--- src/rtl/timer_dev.sv ---
// timer_dev: memory-mapped 32-bit down-counting timer with one-shot and periodic
// modes and a maskable interrupt, exposed as CTRL / PRESET / COUNT word registers.
module timer_dev (
    input  logic        clk,
    input  logic        reset,
    input  logic [1:0]  DEV_Addr,
    input  logic [31:0] DEV_WD,
    input  logic        WeDEV2,
    output logic [31:0] DEV2_RD,
    output logic        IRQ
);

    localparam logic [1:0] ADDR_CTRL   = 2'd0;
    localparam logic [1:0] ADDR_PRESET = 2'd1;
    localparam logic [1:0] ADDR_COUNT  = 2'd2;
    localparam logic [1:0] MODE_PERIOD = 2'b01;

    typedef enum logic [1:0] {
        S_IDLE = 2'd0,
        S_LOAD = 2'd1,
        S_CNT  = 2'd2,
        S_INT  = 2'd3
    } state_t;

    state_t      r_state;
    state_t      w_state_nxt;
    logic        r_enable;
    logic [1:0]  r_mode;
    logic        r_im;
    logic        r_irq_pending;
    logic        r_irq;
    logic [31:0] r_preset;
    logic [31:0] r_count;

    logic        w_wr_ctrl;
    logic        w_wr_preset;
    logic        w_periodic;
    logic        w_run;
    logic        w_enter_int;
    logic        w_enable_nxt;
    logic        w_im_nxt;
    logic        w_pending_nxt;
    logic [31:0] w_count_nxt;

    assign w_wr_ctrl   = WeDEV2 && (DEV_Addr == ADDR_CTRL);
    assign w_wr_preset = WeDEV2 && (DEV_Addr == ADDR_PRESET);
    assign w_periodic  = (r_mode == MODE_PERIOD);

    // A CTRL write that clears Enable stops the FSM on the same edge it lands.
    assign w_run = r_enable && !(w_wr_ctrl && !DEV_WD[0]);

    always_ff @(posedge clk or negedge reset) begin
        if (!reset) begin
            r_state <= S_IDLE;
        end else begin
            r_state <= w_state_nxt;
        end
    end

    always_comb begin
        w_state_nxt = r_state;
        w_count_nxt = r_count;
        case (r_state)
            S_IDLE: begin
                if (w_run) begin
                    w_state_nxt = S_LOAD;
                end
            end
            S_LOAD: begin
                if (!w_run) begin
                    w_state_nxt = S_IDLE;
                end else begin
                    w_count_nxt = r_preset;
                    w_state_nxt = S_CNT;
                end
            end
            S_CNT: begin
                if (!w_run) begin
                    w_state_nxt = S_IDLE;
                end else if (r_count > 32'd1) begin
                    w_count_nxt = r_count - 32'd1;
                end else begin
                    // Covers both COUNT==1 and a zero PRESET; never wraps.
                    w_count_nxt = 32'd0;
                    w_state_nxt = S_INT;
                end
            end
            S_INT: begin
                if (w_run && w_periodic) begin
                    w_state_nxt = S_LOAD;
                end else begin
                    w_state_nxt = S_IDLE;
                end
            end
            default: begin
                w_state_nxt = S_IDLE;
            end
        endcase
    end

    assign w_enter_int = (w_state_nxt == S_INT) && (r_state != S_INT);

    always_comb begin
        w_enable_nxt = r_enable;
        if (w_wr_ctrl) begin
            w_enable_nxt = DEV_WD[0];
        end else if ((r_state == S_INT) && !w_periodic) begin
            w_enable_nxt = 1'b0;
        end
    end

    assign w_im_nxt = w_wr_ctrl ? DEV_WD[3] : r_im;

    // Setting the pending flag outranks every clearing source.
    always_comb begin
        w_pending_nxt = r_irq_pending;
        if (w_enter_int) begin
            w_pending_nxt = 1'b1;
        end else if (w_wr_ctrl) begin
            w_pending_nxt = 1'b0;
        end else if ((r_state == S_INT) && w_periodic) begin
            w_pending_nxt = 1'b0;
        end
    end

    always_ff @(posedge clk or negedge reset) begin
        if (!reset) begin
            r_enable      <= 1'b0;
            r_mode        <= 2'b00;
            r_im          <= 1'b0;
            r_preset      <= 32'd0;
            r_count       <= 32'd0;
            r_irq_pending <= 1'b0;
            r_irq         <= 1'b0;
        end else begin
            r_enable      <= w_enable_nxt;
            r_im          <= w_im_nxt;
            r_count       <= w_count_nxt;
            r_irq_pending <= w_pending_nxt;
            // IRQ comes straight from a flop so the bridge never sees a glitch.
            r_irq         <= w_pending_nxt && w_im_nxt;
            if (w_wr_ctrl) begin
                r_mode <= DEV_WD[2:1];
            end
            if (w_wr_preset) begin
                r_preset <= DEV_WD;
            end
        end
    end

    assign IRQ = r_irq;

    always_comb begin
        DEV2_RD = 32'd0;
        case (DEV_Addr)
            ADDR_CTRL:   DEV2_RD = {28'd0, r_im, r_mode, r_enable};
            ADDR_PRESET: DEV2_RD = r_preset;
            ADDR_COUNT:  DEV2_RD = r_count;
            default:     DEV2_RD = 32'd0;
        endcase
    end

endmodule

--- config.mk ---
export PLATFORM = sky130hd
export DESIGN_NAME = timer_dev
export DESIGN_NICKNAME = d
export VERILOG_FILES = /design/src/rtl/timer_dev.sv
export SDC_FILE = /design/constraint.sdc
export NUM_CORES = 1
export LEC_CHECK = 0
export ABC_CLOCK_PERIOD_IN_PS = 4700
export BUFFER_PORTS_ARGS = -buffer_cell sky130_fd_sc_hd__buf_4
export CAP_MARGIN = 40
export CORE_ASPECT_RATIO = 0.5
export CORE_MARGIN = 10
export CORE_UTILIZATION = 50
export CTS_CLUSTER_SIZE = 28
export DETAILED_ROUTE_END_ITERATION = 8
export GPL_TIMING_DRIVEN = 0
export HOLD_SLACK_MARGIN = 0.1
export PLACE_DENSITY = 0.8
export SYNTH_ARGS = -nofsm -noshare
export SYNTH_HDL_FRONTEND = slang
export SYNTH_SLANG_ARGS = --single-unit
--- constraint.sdc ---
create_clock -name clk -period 4.7 [get_ports clk]
set_input_delay 0.47 -clock clk [delete_from_list [all_inputs] [get_ports clk]]
set_output_delay 0.47 -clock clk [all_outputs]
set_load 0.05 [all_outputs]
* Word-level counts from Yosys, hierarchy flattened
Index checks and enable logic that the tools add are counted.
Operators by class: eq/ne operators 10, $lt $le $gt $ge 1, mux-type cells 17, reduce and logical (&&, ||, !) cells 17, $add $sub $neg 1
Operators by type and width (count):
- 32-bit two-way mux | 3
- 32-bit one-hot mux with 3 select lines | 1
- 32-bit one-hot mux with 2 select lines | 1
- 32-bit by 1-bit > comparator with 1-bit output (second input constant) | 1
- 32-bit by 1-bit subtractor with 32-bit output (second input constant) | 1
- 1-bit logical AND | 9
- 2-bit == test (second input constant) | 4
- 2-bit two-way mux | 4
- 2-bit one-hot mux with 4 select lines | 1
- 1-bit two-way mux | 7
- 2-bit by 1-bit == test with 1-bit output (second input constant) | 3
- 2-bit != test (second input constant) | 3
- 2-bit logical NOT | 2
- 2-bit nonzero test | 2
- 1-bit logical NOT | 3
- 3-bit AND reduction | 1
Storage, ports and cells: output and inout port bits 33, flip-flop bits (word level) 72, logic and storage cells 54, input bits 37

* Longest topological paths before layout
word-level depth 12, mapped depth 9, depth with buffers taken out 7

* Worst setup path after synthesis
No wires, ideal clock.
kind input port to flip-flop, start point input port DEV_Addr[0], end point register r_count[28], path slack 2330 ps, arrival time 2243 ps, setup time 127 ps, data required time 4573 ps, buffers on the path 4, stages 9, cell sequence clkbuf_1 > or3b_2 > clkbuf_1 > o221ai_1 > buf_2 > nor2_1 > buf_2 > a22oi_1 > nand3_1
On the way: word-level cells in the longest chain between the ends 7, elaborated cells between the ends (all ways) 8, those cells by class eq/ne (2); reduce/logical (6)
Ends and longest elaborated chain:
- start, declared | line 6 | input logic [1:0] DEV_Addr,
- 2-bit logical NOT (*) | line 45 | assign w_wr_ctrl = WeDEV2 && (DEV_Addr == ADDR_CTRL);
- 1-bit logical AND (*) | line 45
- 1-bit logical AND (*) | line 50 | assign w_run = r_enable && !(w_wr_ctrl && !DEV_WD[0]);
- 1-bit logical NOT (*) | line 50
- 1-bit logical AND (*) | line 50
- 2-bit != test (no source line)
- 3-bit AND reduction (no source line) (*)
- end signal, assigned | line 138 | r_count <= w_count_nxt;
- end, declared | line 33 | logic [31:0] r_count;
Mark *: on every way between the ends. The rest lies on a longest branch, timed or not. A chain may end at the register's enable or synchronous reset.

* Worst setup path after layout
start point input port DEV_Addr[1], end point output port DEV2_RD[28]
On the way: word-level cells in the longest chain between the ends 2, elaborated cells between the ends (all ways) 4, those cells by class eq/ne (2); mux (1); reduce/logical (1)
Ends and longest elaborated chain:
- 2-bit == test (tied with other cells) | line 155 | case (DEV_Addr)
- 32-bit one-hot mux with 3 select lines (*) | line 155
- end, declared | line 9 | output logic [31:0] DEV2_RD,
Marked as above.

==> metrics.log <==
INFO  metric rr_endpoint = r_count[13]
INFO  metric placement_rows = 23
INFO  metric fin_crit_sh = 63.75%
INFO  metric finish.utilization = 63.99%
INFO  metric power-per-cell-area = slightly below 600 mW/mm^2
INFO  metric synthesis.instances = 430
INFO  metric route.detailed.vias_per_inst = 6.594
INFO  metric finalWorstPathRequiredPeriod = ~3000 ps
INFO  metric globalRouteOverflowTotal = 0
INFO  metric syn-mean-instance-area = approximately 9.6 um^2
INFO  metric synth-warning-count = 0
INFO  metric synth_async_sr_flop_share = 100.0%
INFO  metric synth-edff-count = 0
INFO  metric cts_max_path_buffers = 2
INFO  metric outcome = complete, no violations
INFO  metric power.static_leakage = 2.149 nW
INFO  metric worst_skew_pair.late_latency = between 300 and 400 ps
INFO  metric detail-route-antenna-nets = 0
INFO  metric synth.top_cells.by_area = dfrtp_1, mux2_2, a22o_1, nand3_1, nand2_1
INFO  metric postSynthNetCount = 469
INFO  metric synth_cell_types = 57
INFO  metric postCtsHoldBufs = 1
INFO  metric cts_tree = built
INFO  metric drv.max_cap_violation_count = 0
INFO  metric crit_path_max_fanout = 10
INFO  metric max-vdd-ir-drop = approximately 0.32 mV
INFO  metric floorplan.die_area = 0.01255 mm^2
INFO  metric vias = 4141
INFO  metric cp-startpoint = DEV_Addr[1]
INFO  metric top_level_ports = 70
INFO  metric firstDrtPassIters = 6
INFO  metric grt_usage = between 20% and 30%
INFO  metric cts_root_buffer = clkbuf_16
INFO  metric report.power.total = 0.002960 W
INFO  metric antenna_cells = 0
INFO  metric cts-buffers-inserted = 9
INFO  metric r2r_setup_slack = 1740 ps
INFO  metric grt_antenna_before_repair = 0
INFO  metric dpl.cell_count = 611
INFO  metric h-tree-depth = 3
INFO  metric timing.max_slew.rel_slack = 31.51%
INFO  metric post_cts_buffers = 0
INFO  metric area_growth = 23.97%
INFO  metric achievable-frequency = 0.3337 GHz
INFO  metric cts-resized-gates = 0
INFO  metric timing.critical_path.required = 4230 ps
INFO  metric die_width = 148.7 um
INFO  metric final-max-slew-violation-count = 0
INFO  metric postSynthRegisterBits = 72
INFO  metric worst_hold_path_type = in -> reg
INFO  metric gp_congestion = slightly below 1
INFO  metric drcViolationCount = 0
INFO  metric rsz0062_at_grt = no
INFO  metric filler_cell_count = 668
INFO  metric setup.worst_path.start_class = input port
INFO  metric r2r.worst_path.cells = 9
INFO  metric drive_above_1_share = 25.78%
INFO  metric number_of_global_route_vias_before_repair = 3956
INFO  metric clock-skew-final = 11.61 ps
INFO  metric global_route_wire_length_before_repair = around 22000 um
INFO  metric initialDrtViolationCount = 609
INFO  metric synthesis.area = 0.004144 mm^2
INFO  metric fp.dieH = 84.38 um
INFO  metric layout.cells.non_filler = 628
INFO  metric most_frequent_cell_on_the_critical_path = clkbuf_1
INFO  metric num-nets-final = 550
INFO  metric rr_startpoint = r_count[8]
INFO  metric critPathArrivalTime = 2530 ps
INFO  metric port-buffer-count = 67
INFO  metric clkSlewWorstSetupHoldPaths = approximately 50 ps
INFO  metric timing.final.setup_violations = 0
INFO  metric hpwlAfterDp = between 9000 and 10000 um
INFO  metric routedWlPerCell = 22.08 um
INFO  metric floorplan.core_area = between 0.008 and 0.009 mm^2
INFO  metric detail_route.wirelength = approximately 14000 um
INFO  metric finalSetupTns = 0 ps
INFO  metric grt_start_max_net_pins = 46
INFO  metric timing.critical_path.cells = buf_2, nor2b_1, clkbuf_1, clkbuf_1, a22o_1, buf_4
INFO  metric setup.worst_path.end = DEV2_RD[28]
INFO  metric yosys.area.top_type = dfrtp_1
INFO  metric timing_hold_violations_final = 0
INFO  metric synth_seq_area_share = 43.48%
INFO  metric floorplan.initialDensity = 51.61%
INFO  metric cts.sinks = 72
INFO  metric timing.critical_path.slowest_cell_delay = 630 ps
INFO  metric holdPathStages = 3
INFO  metric kind_of_critical_path = in -> out
INFO  metric tightestPinTransition = around 1000 ps
INFO  metric synth_ff_type = dfrtp_1
INFO  metric crit_slowest_cell = clkbuf_1
INFO  metric netlist.area_leader.share = between 40% and 50%
INFO  metric critical_path.endpoint_type = output port
cell type report:
class                      count  area, um^2  share of cell area (%)
multi-input combinational    315        2167                   42.18
clock buffer                  12       256.5                   4.993
timing repair buffer          70       544.3                   10.59
sequential                    72        1802                   35.07
inverter                       6       22.52                  0.4384
buffer                        37       152.6                   2.971
tap                          112       140.1                   2.728
clock inverter                 4       52.55                   1.023
report_power, final:
group	leakage (nW)	internal, W	total (W)	switching, W
Sequential	0.877	0.000819	0.00107	0.000254
Clock	0.141	0.000440	0.000708	0.000268
Combinational	1.13	0.000434	0.00118	0.000744
state kept, by name, summed over array words and instances, names as in the netlist:
register / count
r_count: 32
r_preset: 32
r_mode: 2
r_state: 2
IRQ: 1
r_enable: 1
r_im: 1
r_irq_pending: 1
cell families (layout without fill, tap and decap cells):
family | count (synthesis) | in the layout | share of synthesized area, %
mux | 40 | 40 | 10.63
buf+inv | 43 | 129 | 4.227
compound gates | 104 | 104 | 19.23
flops | 72 | 72 | 43.48
fa+ha+maj | 2 | 2 | 0.6038
simple gates | 169 | 169 | 21.83
Yosys cell counts, types with 6 or more instances:
| master | instances |
|---|---|
| a22o_1 | 28 |
| a32oi_1 | 6 |
| nor2_1 | 16 |
| dfrtp_1 | 72 |
| clkbuf_1 | 28 |
| a22oi_1 | 15 |
| nand2_1 | 42 |
| o211ai_1 | 6 |
| nor4_1 | 16 |
| mux2_2 | 32 |
| inv_1 | 6 |
| nor3_1 | 14 |
| or3_1 | 7 |
| mux2i_1 | 8 |
| nand4_1 | 9 |
| o21ai_0 | 18 |
| nand3_1 | 32 |
worst min path at each step:
| stage | start | endpoint | slack [ps] |
|---|---|---|---|
| 4_1_cts | DEV_WD[1] | r_mode[0] | 340 |
| 3_5_place_dp | reset | r_preset[22] | 420 |
| 5_1_grt | DEV_WD[1] | r_mode[0] | 340 |
| 3_3_place_gp | r_irq_pending | r_irq_pending | 470 |
| 6_report | DEV_WD[1] | r_mode[0] | 340 |
| 2_1_floorplan | reset | IRQ | 170 |
metal layers:
layer  GRT usage, %  routed length (um)
met1          30.94                5947
met2          30.39                5767
met3          7.495                1859
met4          7.529                 295
met5              0                   0
through the flow:
| stage | setup slack (ps) | area [um^2] | hold WS (ps) |
|---|---|---|---|
| 5_1_grt | 1628 | 5137 | 338.7 |
| 3_5_place_dp | 1561 | 4818 | 420.1 |
| 6_report | 1704 | 5137 | 338.4 |
| 2_1_floorplan | 2330 | 4144 | 174.4 |
| 3_3_place_gp | 1643 | 4787 | 470.4 |
| 4_1_cts | 1793 | 5137 | 335.6 |
cell usage in the layout (no fill, tap or decap), drive strengths merged, types with 3 or more instances in the layout:
| cell | instances |
|---|---|
| nor2b | 5 |
| a32oi | 6 |
| o221ai | 3 |
| clkbuf | 40 |
| nand2 | 42 |
| o211ai | 6 |
| a22o | 29 |
| nand2b | 3 |
| o21ai | 19 |
| mux2 | 32 |
| nor3 | 14 |
| nor4 | 17 |
| nand3b | 3 |
| inv | 6 |
| nand3 | 32 |
| nand4 | 9 |
| a31oi | 5 |
| a22oi | 15 |
| or3 | 10 |
| clkinvlp | 3 |
| o311ai | 4 |
| or4 | 6 |
| nor2 | 16 |
| dfrtp | 72 |
| buf | 78 |
| mux2i | 8 |
critical path: cells and delay by family:
family          cells  cell delay (ps)
buf+inv             4             1620
compound gates      1              270
simple gates        1              150
Power figures use the tool's default switching activity.
